### src/rtl/j_brl_stage.sv
`timescale 1ns/1ps
`default_nettype none
// ============================================================================
// Module      : j_brl_stage
// Description : Two-stage pipelined control wrapper around the Jerry barrel
//               shifter (decode/issue stage, capture/writeback stage).
//               Optional macro BRL_FLAGS_EN enables the Z/N/C flag registers.
// Revision    : 1.0 - initial release
// ============================================================================
module j_brl_stage (
    input  logic        sys_clk,
    input  logic        reset,
    input  logic        in_valid,
    output logic        in_ready,
    input  logic [2:0]  in_op,
    input  logic [4:0]  in_cnt,
    input  logic [31:0] in_srca,
    input  logic [31:0] in_dstd,
    input  logic [4:0]  in_dreg,
    output logic        brlmux_0,
    output logic        brlmux_1,
    output logic [31:0] srcdp,
    output logic [31:0] brld,
    input  logic [31:0] brlq,
    input  logic        brl_carry,
    output logic        wb_valid,
    input  logic        wb_ready,
    output logic [31:0] wb_data,
    output logic [4:0]  wb_dreg,
    output logic        flag_z,
    output logic        flag_n,
    output logic        flag_c
);

    localparam logic [2:0] c_OP_SH    = 3'd0;
    localparam logic [2:0] c_OP_SHA   = 3'd1;
    localparam logic [2:0] c_OP_ROR   = 3'd2;
    localparam logic [2:0] c_OP_SHLQ  = 3'd3;
    localparam logic [2:0] c_OP_SHRQ  = 3'd4;
    localparam logic [2:0] c_OP_SHARQ = 3'd5;
    localparam logic [2:0] c_OP_RORQ  = 3'd6;

    localparam logic [1:0] c_MODE_LOG = 2'b00;
    localparam logic [1:0] c_MODE_ROT = 2'b10;
    localparam logic [1:0] c_MODE_ARI = 2'b11;

    logic        r_s1_valid;
    logic [1:0]  r_mode;
    logic [31:0] r_srcdp;
    logic [31:0] r_brld;
    logic [4:0]  r_s1_dreg;

    logic        r_s2_valid;
    logic [31:0] r_wb_data;
    logic [4:0]  r_wb_dreg;

    logic        w_s2_adv;
    logic        w_accept;
    logic        w_wb_fire;
    logic [31:0] w_qcnt;
    logic [1:0]  w_mode;
    logic [31:0] w_srcdp;

    assign w_s2_adv  = r_s1_valid & (~r_s2_valid | wb_ready);
    assign in_ready  = ~r_s1_valid | w_s2_adv;
    assign w_accept  = in_valid & in_ready;
    assign w_wb_fire = r_s2_valid & wb_ready;

    // Quick immediate of 0 stands for a count of 32
    assign w_qcnt = (in_cnt == 5'd0) ? 32'd32 : {27'd0, in_cnt};

    always_comb begin
        w_mode  = c_MODE_LOG;
        w_srcdp = 32'd0;
        case (in_op)
            c_OP_SH:    begin w_mode = c_MODE_LOG; w_srcdp = in_srca;  end
            c_OP_SHA:   begin w_mode = c_MODE_ARI; w_srcdp = in_srca;  end
            c_OP_ROR:   begin w_mode = c_MODE_ROT; w_srcdp = in_srca;  end
            c_OP_SHLQ:  begin w_mode = c_MODE_LOG; w_srcdp = -w_qcnt;  end
            c_OP_SHRQ:  begin w_mode = c_MODE_LOG; w_srcdp = w_qcnt;   end
            c_OP_SHARQ: begin w_mode = c_MODE_ARI; w_srcdp = w_qcnt;   end
            c_OP_RORQ:  begin w_mode = c_MODE_ROT; w_srcdp = w_qcnt;   end
            default:    begin w_mode = c_MODE_LOG; w_srcdp = 32'd0;    end
        endcase
    end

    always_ff @(posedge sys_clk) begin
        if (reset) begin
            r_s1_valid <= 1'b0;
            r_mode     <= 2'b00;
            r_srcdp    <= 32'd0;
            r_brld     <= 32'd0;
            r_s1_dreg  <= 5'd0;
            r_s2_valid <= 1'b0;
            r_wb_data  <= 32'd0;
            r_wb_dreg  <= 5'd0;
        end else begin
            // Stage 1 keeps its contents while stalled so the shifter inputs stay stable
            if (w_accept) begin
                r_s1_valid <= 1'b1;
                r_mode     <= w_mode;
                r_srcdp    <= w_srcdp;
                r_brld     <= in_dstd;
                r_s1_dreg  <= in_dreg;
            end else if (w_s2_adv) begin
                r_s1_valid <= 1'b0;
            end

            if (w_s2_adv) begin
                r_s2_valid <= 1'b1;
                r_wb_data  <= brlq;
                r_wb_dreg  <= r_s1_dreg;
            end else if (w_wb_fire) begin
                r_s2_valid <= 1'b0;
            end
        end
    end

`ifdef BRL_FLAGS_EN
    logic r_s2_z;
    logic r_s2_n;
    logic r_s2_c;
    logic r_flag_z;
    logic r_flag_n;
    logic r_flag_c;

    always_ff @(posedge sys_clk) begin
        if (reset) begin
            r_s2_z   <= 1'b0;
            r_s2_n   <= 1'b0;
            r_s2_c   <= 1'b0;
            r_flag_z <= 1'b0;
            r_flag_n <= 1'b0;
            r_flag_c <= 1'b0;
        end else begin
            if (w_s2_adv) begin
                r_s2_z <= (brlq == 32'd0);
                r_s2_n <= brlq[31];
                r_s2_c <= brl_carry;
            end
            // Architectural flags commit only when the result is consumed
            if (w_wb_fire) begin
                r_flag_z <= r_s2_z;
                r_flag_n <= r_s2_n;
                r_flag_c <= r_s2_c;
            end
        end
    end

    assign flag_z = r_flag_z;
    assign flag_n = r_flag_n;
    assign flag_c = r_flag_c;
`else
    logic w_unused_carry;
    assign w_unused_carry = brl_carry;

    assign flag_z = 1'b0;
    assign flag_n = 1'b0;
    assign flag_c = 1'b0;
`endif

    assign brlmux_1 = r_mode[1];
    assign brlmux_0 = r_mode[0];
    assign srcdp    = r_srcdp;
    assign brld     = r_brld;
    assign wb_valid = r_s2_valid;
    assign wb_data  = r_wb_data;
    assign wb_dreg  = r_wb_dreg;

endmodule
`default_nettype wire
### config.mk
export PLATFORM = sky130hd
export DESIGN_NAME = j_brl_stage
export DESIGN_NICKNAME = d
export VERILOG_FILES = /design/src/rtl/j_brl_stage.sv
export SDC_FILE = /design/constraint.sdc
export NUM_CORES = 1
export LEC_CHECK = 0
export CORE_ASPECT_RATIO = 0.8
export CORE_MARGIN = 5
export CORE_UTILIZATION = 36
export CTS_CLUSTER_SIZE = 8
export DETAILED_ROUTE_END_ITERATION = 12
export PLACE_DENSITY_LB_ADDON = 0.08
export SLEW_MARGIN = 15
export SYNTH_ARGS = -nofsm -noshare
export SYNTH_HDL_FRONTEND = slang
export SYNTH_SLANG_ARGS = --single-unit
export TNS_END_PERCENT = 10
### constraint.sdc
create_clock -name sys_clk -period 1.73 [get_ports sys_clk]
set_clock_uncertainty 0.05 [all_clocks]
set_input_delay 0.173 -clock sys_clk [delete_from_list [all_inputs] [get_ports sys_clk]]
set_output_delay 0.173 -clock sys_clk [all_outputs]
set_load 0.005 [all_outputs]
# Word level (Yosys, flattened, before mapping)
# Index checks and enable logic that the tools add are counted.
[totals]
regBits = 110
latchBits = 0
mem_bits_rw = 0
romBits = 0
input_bits = 114
output_inout_bits = 108
word_cells = 37
n_memories = 0
[classes]
addsub = 1
mul = 0
n_div = 0
n_lt_le_gt_ge = 0
eq_ne = 6
shift = 0
n_mux = 7
n_bitwise = 7
n_reduce_logical = 8
[ops]
columns = ["cell", "count"]
rows = [
  ["32-bit one-hot mux with 3 select lines", 1],
  ["6-bit negator with 32-bit output", 1],
  ["3-bit == test (second input constant)", 3],
  ["3-bit by 2-bit == test with 1-bit output (second input constant)", 2],
  ["6-bit 2-to-1 mux", 1],
  ["3-bit OR reduction", 2],
  ["5-bit logical NOT", 1],
  ["1-bit 2-to-1 mux", 4],
  ["2-bit one-hot mux with 2 select lines", 1],
  ["2-bit nonzero test", 2],
  ["2-bit OR reduction", 2],
  ["1-bit AND", 3],
  ["3-bit by 1-bit == test with 1-bit output (second input constant)", 1],
  ["3-bit logical NOT", 1],
  ["1-bit NOT", 2],
  ["1-bit OR", 2],
]

# Depth between registers and ports, before layout
# Gate-level depths: netlist of run 1.
[depth]
ltp_word = 6
depth_mapped = 8
depth_no_buf = 8

# Worst setup path before layout of run 1
# OpenSTA, ideal clock, no wires.
[synth_path]
kind = "in2reg"
start = "input port in_cnt[4]"
end = "register r_srcdp[13] (netlist: srcdp[13])"
setup_ns = 0.070
arrival_ns = 1.601
required_ns = 1.610
path_slack_ns = 0.009
path_stages = 8
n_path_buf = 0
cell_sequence = "or3_4 nor3_4 inv_2 ha_1 and3b_1 a21oi_1 or3_1 a21oi_1"
[synth_via]
elab_chain_len = 4
[synth_lines]
columns = ["element", "line", "text"]
rows = [
  ["start, declared", "16", "input logic [4:0] in_cnt,"],
  ["5-bit logical NOT", "70", "assign w_qcnt = (in_cnt == 5'd0) ? 32'd32 : {27'd0, in_cnt};"],
  ["6-bit 2-to-1 mux *", "70", ""],
  ["6-bit negator with 32-bit output *", "79", "c_OP_SHLQ: begin w_mode = c_MODE_LOG; w_srcdp = -w_qcnt; end"],
  ["32-bit one-hot mux with 3 select lines *", "75", "case (in_op)"],
  ["end signal, assigned", "102", "r_srcdp <= w_srcdp;"],
  ["end, declared", "49", "logic [31:0] r_srcdp;"],
]
# Mark *: on every way between the ends. The rest lies on a longest branch, timed or not.
# A chain may end at the register's enable or synchronous reset.

# Worst setup path in the final report of run 1
[layout_path]
start = "input port in_cnt[2]"
end = "register r_srcdp[29] (netlist: srcdp[29])"
# Same word-level chain as after synthesis.

==> results of run 1 <==
through the flow:
stage	hold slack (ns)	utilization, %	std cells	setup TNS (ns)
2_1_floorplan	0.252	-	527	0
3_3_place_gp	0.387	58.1	881	-4.77
3_5_place_dp	0.396	58.1	881	-5.45
4_1_cts	0.271	60.6	897	-0.00831
5_1_grt	0.286	60.6	897	0
6_report	0.243	60.6	897	0
layout make-up:
cell class              instances  area, um2  area share [%]
inverters                       6       22.5           0.323
flip-flops and latches        110       2200            31.6
well taps                     148        185            2.65
clock inverters                 7       66.3           0.950
clock buffers                   9        225            3.23
multi-input cells             367       1800            25.8
repair buffers                250       2470            35.4
sequential cells by signal, summed over array words and instances (netlist names):
register,cells
r_s1_dreg,5
brld,32
r_s1_valid,1
wb_valid,1
srcdp,32
wb_data,32
r_mode,2
wb_dreg,5
cells in the mapped netlist, types with 2 or more instances:
master                        n  area [um2]
sky130_fd_sc_hd__nand2_1    168         631
sky130_fd_sc_hd__nor3_1       4        20.0
sky130_fd_sc_hd__a21bo_2      2        20.0
sky130_fd_sc_hd__buf_4        5        37.5
sky130_fd_sc_hd__a21oi_1     97         485
sky130_fd_sc_hd__nand3b_1     2        15.0
sky130_fd_sc_hd__inv_1        5        18.8
sky130_fd_sc_hd__buf_1        4        15.0
sky130_fd_sc_hd__or3_1       13        81.3
sky130_fd_sc_hd__ha_1         2        25.0
sky130_fd_sc_hd__nor3b_1      2        15.0
sky130_fd_sc_hd__o2bb2ai_1   12         105
sky130_fd_sc_hd__buf_6        4        45.0
sky130_fd_sc_hd__and2_1       3        18.8
sky130_fd_sc_hd__dfxtp_1    110        2200
sky130_fd_sc_hd__a211oi_1     3        22.5
sky130_fd_sc_hd__clkbuf_1    19        71.3
sky130_fd_sc_hd__buf_2       12        60.1
sky130_fd_sc_hd__xnor2_1      4        35.0
sky130_fd_sc_hd__mux2i_1      2        20.0
sky130_fd_sc_hd__nor2_1      32         120
power by group:
| part | total [mW] | leakage [nW] | internal (mW) | switching (mW) |
|---|---|---|---|---|
| clock network | 2.02 | 0.138 | 1.01 | 1.00 |
| logic | 0.985 | 1.59 | 0.599 | 0.386 |
| registers | 2.73 | 0.903 | 2.66 | 0.0660 |
per-layer routing:
layer | routed length, um | vias up | global-route usage [%]
li1 | - | 2155 | -
met1 | 5640 | 1933 | 22.2
met2 | 6040 | 140 | 29.2
met3 | 1350 | 13 | 8.86
met4 | 176 | 0 | 4.55
met5 | 0 | - | 0
cell families after synthesis:
group	share of synthesized area [%]
buf+inv	5.93
xor+xnor	0.826
flops	51.9
compound gates	17.1
other cells	0.0884
fa+ha+maj	0.590
simple gates	23.1
mux	0.472
final timing paths:
check / depth (start not counted) / end
worst max-delay path: 9 / srcdp[29]
worst min-delay path: 3 / srcdp[0]
worst min register to register: 2 / wb_data[13]
worst max register to register: 5 / srcdp[11]
critical path: cells and delay by family:
kind            cells  cell delay, ns
simple gates        4            1.19
compound gates      2            0.18
buf+inv             2            0.14
fa+ha+maj           1            0.18
timing repair:
item	in CTS	in global routing
buffers inserted	0	0
pin swaps	5	4
hold buffers	0	0
setup endpoints to repair	4	4
resized for setup	4	12
==> flow_metrics.env, run 1 <==
export IMPL_worst_r2r_startpoint="r_s1_valid"
export IMPL_timing_worst_slew_pin_value_ns=0.743
export IMPL_layout_area_overhead_vs_synth_pct=64.6
export IMPL_post_detailed_routing_wire_length_mm=13.2
export IMPL_n_antenna_cell=0
export IMPL_fp_coreArea_um2=11500
export IMPL_detail_route_wl_per_cell_um=14.7
export IMPL_outcome="finished, final reports clean"
export IMPL_final_critical_path_setup_slack_ns=0.0981
export IMPL_fraction_of_synthesis_flops_using_an_asynchronous_set_or_reset_pin_pct=0
export IMPL_yosysWarnings=0
export IMPL_postSynthRegisterBits=110
export IMPL_crit_fanout=3
export IMPL_initial_utilization_pct=36.8
export IMPL_stdcell_area_um2=6980
export IMPL_worstHoldStart="in_cnt[0]"
export IMPL_total_half_perimeter_wirelength_after_legalization_and_detailed_placement_mm=9.88
export IMPL_gp_routability_congestion=0.783
export IMPL_clock_path_buffers=2
export IMPL_cts_num_sinks=110
export IMPL_p_leak_nw=2.63
export IMPL_grt_start_max_net_pins=71
export IMPL_antenna_violations_before_repair=0
export IMPL_slowest_delay_ns=0.41
export IMPL_period_share_pct=94.3
export IMPL_cts_clk_slew_worst_paths_ns=0.07
export IMPL_routed_via_density=4.73
export IMPL_io_pin_count=222
export IMPL_critical_path_arrival_ns=1.86
export IMPL_num_fill_cells=1052
export IMPL_cp_slowest_cell="sky130_fd_sc_hd__or3_4"
export IMPL_overflow=0
export IMPL_postSynth_topFlopCell="sky130_fd_sc_hd__dfxtp_1"
export IMPL_cts_made_buffers=9
export IMPL_die_h_um=107
export IMPL_maxSlewHeadroom_pct=50.5
export IMPL_hold_class="in -> reg"
export IMPL_reg2reg_slack_ns=0.33
export IMPL_worst_endpoint_required_ns=1.96
export IMPL_max_freq_mhz=613
export IMPL_clk_root_buffer_cell="sky130_fd_sc_hd__clkbuf_16"
export IMPL_dr_total_vias=4241
export IMPL_grt_first_pass_wirelength_mm=21.2
export IMPL_launch_point_of_the_critical_path="in_cnt[2]"
export IMPL_insertion_delay_ns=0.34
export IMPL_criticalPathCategory="in -> reg"
export IMPL_initial_drt_markers=218
export IMPL_crit_chain="clkbuf_2 -> or3_4 -> nor3_4 -> inv_2 -> ha_1 -> and3b_2 -> a21oi_1 -> or3_1 -> a21oi_2"
export IMPL_number_of_rows_created_at_floorplan=35
export IMPL_final_hold_violations=0
export IMPL_grt_util_all_layers_pct=18.3
export IMPL_drcViolationCount=0
export IMPL_die_area_um2=14100
export IMPL_fraction_of_layout_instances_using_a_drive_strength_above_1_pct=8.95
export IMPL_finish_net_count=860
export IMPL_endpoint_kind="register"
export IMPL_cts_htree_levels=3
export IMPL_post_synth_cell_types=41
export IMPL_power_density_nw_per_um2=821
export IMPL_clock_tree_from_tritoncts="yes"
export IMPL_final_period_minus_worst_setup_slack_ns=1.63
export IMPL_synth_cell_area_um2=4240
export IMPL_synth_edff_count=0
export IMPL_synth_sequential_area_ratio_pct=51.9
export IMPL_timing_final_setup_violations=0
export IMPL_mostFrequentLayoutCells="sky130_fd_sc_hd__clkdlybuf4s50_1, sky130_fd_sc_hd__nand2_1, sky130_fd_sc_hd__dfxtp_1, sky130_fd_sc_hd__a21oi_1, sky130_fd_sc_hd__nor2_1"
export IMPL_final_max_slew_viol_count=0
export IMPL_fin_total_pwr_mw=5.73
export IMPL_post_synthesis_cells=525
export IMPL_post_place_ws_ns=-0.553
export IMPL_first_global_vias=4274
export IMPL_layout_commonest_cell="sky130_fd_sc_hd__clkdlybuf4s50_1"
export IMPL_syn_avg_cell_area_um2=8.08
export IMPL_floorplan_die_width_um=131
export IMPL_placement_stage_cell_area_um2=6690
export IMPL_max_vdd_ir_drop_mv=0.531
export IMPL_rsz0062_at_grt="no"
export IMPL_drtAntennaViolNets=0
export IMPL_setup_worst_path_start_class="input pin"
export IMPL_drt_pre_antenna_iters=4
export IMPL_maxCapViolations=0
export IMPL_portBuffers=217
Power figures use the tool's default switching activity.
==> inputs of run 2 (changes only) <==
Settings changed: SLEW_MARGIN 15 to default.
==> results of run 2 <==
No change in the layout: final DEF, timing and power equal those of run 1.
==> inputs of run 3 (changes only) <==
Settings changed: SKIP_LAST_GASP from default to 1.
==> run 3 against run 2 <==
Net effect:
- utilization hardly changed
- critical endpoint is now in_ready
- design area about the same
- largest power group unchanged
- register-to-register slack hardly changed
- highest routed layer unchanged
==> flow_metrics.env, run 3 (same netlist as run 1, synthesis figures left out) <==
export IMPL_outcome="finished, final reports clean"
export IMPL_hold_class="in -> reg"
export IMPL_cts_made_buffers=9
export IMPL_initial_drt_markers=226
export IMPL_grt_util_all_layers_pct=18.3
export IMPL_final_hold_violations=0
export IMPL_cts_num_sinks=110
export IMPL_dr_total_vias=4239
export IMPL_timing_final_setup_violations=0
export IMPL_grt_first_pass_wirelength_mm=21.3
export IMPL_final_max_slew_viol_count=0
export IMPL_power_density_nw_per_um2=821
export IMPL_cts_hold_repair_buffers=0
export IMPL_layout_area_overhead_vs_synth_pct=64.5
export IMPL_max_freq_mhz=596
export IMPL_grt_start_max_net_pins=71
export IMPL_combinationalPowerShare_pct=17.2
export IMPL_number_of_rows_created_at_floorplan=35
export IMPL_launch_point_of_the_critical_path="r_s1_valid"
export IMPL_critical_path_n_buffers_inverters=2
export IMPL_period_share_pct=97.0
export IMPL_layout_cells_non_filler=897
export IMPL_gp_routability_congestion=0.783
export IMPL_crit_chain="nand3b_1 -> buf_4 -> clkdlybuf4s50_1"
export IMPL_fin_total_pwr_mw=5.73
export IMPL_netSwitchingFraction_pct=25.4
export IMPL_die_area_um2=14100
export IMPL_total_switching_power_mw=1.45
export IMPL_n_antenna_cell=0
export IMPL_clock_path_buffers=2
export IMPL_drtAntennaViolNets=0
export IMPL_critical_path_arrival_ns=1.46
export IMPL_cts_clk_slew_worst_paths_ns=0.07
export IMPL_num_fill_cells=1053
export IMPL_final_period_minus_worst_setup_slack_ns=1.68
export IMPL_placedCellCount=881
export IMPL_crit_fanout=4
export IMPL_setup_tns_ns=0
export IMPL_layout_commonest_cell="sky130_fd_sc_hd__clkdlybuf4s50_1"
export IMPL_fraction_of_layout_instances_using_a_drive_strength_above_1_pct=8.95
export IMPL_portBuffers=217
export IMPL_worst_r2r_startpoint="r_s1_valid"
export IMPL_clock_tree_from_tritoncts="yes"
export IMPL_slowest_delay_ns=0.51
export IMPL_overflow=0
export IMPL_cp_slowest_cell="sky130_fd_sc_hd__clkdlybuf4s50_1"
export IMPL_timing_hold_ws_ns=0.243
export IMPL_insertion_delay_ns=0.34
export IMPL_worstHoldStart="in_cnt[0]"
export IMPL_clk_root_buffer_cell="sky130_fd_sc_hd__clkbuf_16"
export IMPL_power_share_clock_pct=35.2
export IMPL_setup_worst_path_start_class="register"
export IMPL_post_detailed_routing_wire_length_mm=13.2
export IMPL_antenna_violations_before_repair=0
export IMPL_worst_endpoint_required_ns=1.51
export IMPL_finish_net_count=860
export IMPL_p_leak_nw=2.63
export IMPL_cpLargestDelayFamily="buffers and inverters"
export IMPL_timing_worst_slew_pin_value_ns=0.746
export IMPL_total_half_perimeter_wirelength_after_legalization_and_detailed_placement_mm=9.88
export IMPL_seq_power_share_pct=47.6
export IMPL_initial_utilization_pct=36.8
export IMPL_drt_pre_antenna_iters=4
export IMPL_max_vdd_ir_drop_mv=0.531
export IMPL_floorplan_die_width_um=131
export IMPL_cts_htree_levels=3
export IMPL_reg2reg_slack_ns=0.34
export IMPL_mostFrequentLayoutCells="sky130_fd_sc_hd__clkdlybuf4s50_1, sky130_fd_sc_hd__nand2_1, sky130_fd_sc_hd__dfxtp_1, sky130_fd_sc_hd__a21oi_1, sky130_fd_sc_hd__nor2_1"
export IMPL_p_int_mw=4.28
export IMPL_maxSlewHeadroom_pct=50.3
export IMPL_fp_coreArea_um2=11500
export IMPL_io_pin_count=222
export IMPL_first_global_vias=4272
export IMPL_maxCapViolations=0
export IMPL_criticalPathCategory="reg -> out"
export IMPL_routed_via_density=4.73
export IMPL_die_h_um=107
export IMPL_final_util_pct=60.6
export IMPL_endpoint_kind="output pin"
export IMPL_detail_route_wl_per_cell_um=14.7
export IMPL_cts_setup_buffers=0
export IMPL_rsz0062_at_grt="yes"
export IMPL_drcViolationCount=0
-- run 3: cell type report --
cell class | count | area (um2) | share of cell area [%]
Timing Repair Buffer | 250 | 2470 | 35.4
Multi-Input combinational cell | 367 | 1800 | 25.8
Clock inverter | 7 | 66.3 | 0.951
Tap cell | 148 | 185 | 2.65
Clock buffer | 9 | 225 | 3.23
Sequential cell | 110 | 2200 | 31.6
Inverter | 6 | 22.5 | 0.323
-- run 3: per-layer routing --
metal  share of wire [%]  vias to the layer above  GRT usage (%)
li1                    -                     2156              -
met1                  43                     1929           22.3
met2                  46                      141           29.2
met3                  10                       13           8.86
met4                 1.3                        0           4.55
met5                   0                        -              0
-- run 3: path summary, 6_finish.rpt --
path,end,cells after the start
worst max register to register,srcdp[11],5
worst max-delay path,in_ready,3
worst min-delay path,srcdp[0],3
worst min register to register,wb_data[13],2
-- run 3: repair_timing --
| item | 4_1_cts | 5_1_grt |
|---|---|---|
| pin swaps | 4 | 5 |
| endpoints found under the setup margin | 4 | 4 |
| endpoints found under the hold margin | 0 | 0 |
| resized for setup | 4 | 11 |
-- run 3: tightest hold or removal path: cells and delay by family --
family	cells	cell delay, ns
buffers and inverters	1	0.18
and+or+nand+nor	1	0.14
AOI/OAI and AO/OA	1	0.10
-- run 3: power groups by stage --
stage                     Sequential, mW  Clock (mW)  Combinational, mW
final                               2.73        2.02              0.984
after global routing                2.75        2.18               1.08
after CTS                           2.73        2.09              0.999
after detailed placement            2.79           0              0.995
after global placement              2.78           0              0.983
after floorplan                     2.80           0              0.344
-- run 3: metrics by stage --
step / setup WS, ns / area, um2
6_report: 0.0520 / 6980
5_1_grt: -0.00244 / 6980
4_1_cts: -0.00831 / 6980
3_5_place_dp: -0.553 / 6690
3_3_place_gp: -0.506 / 6690
2_1_floorplan: 0.00883 / 4250
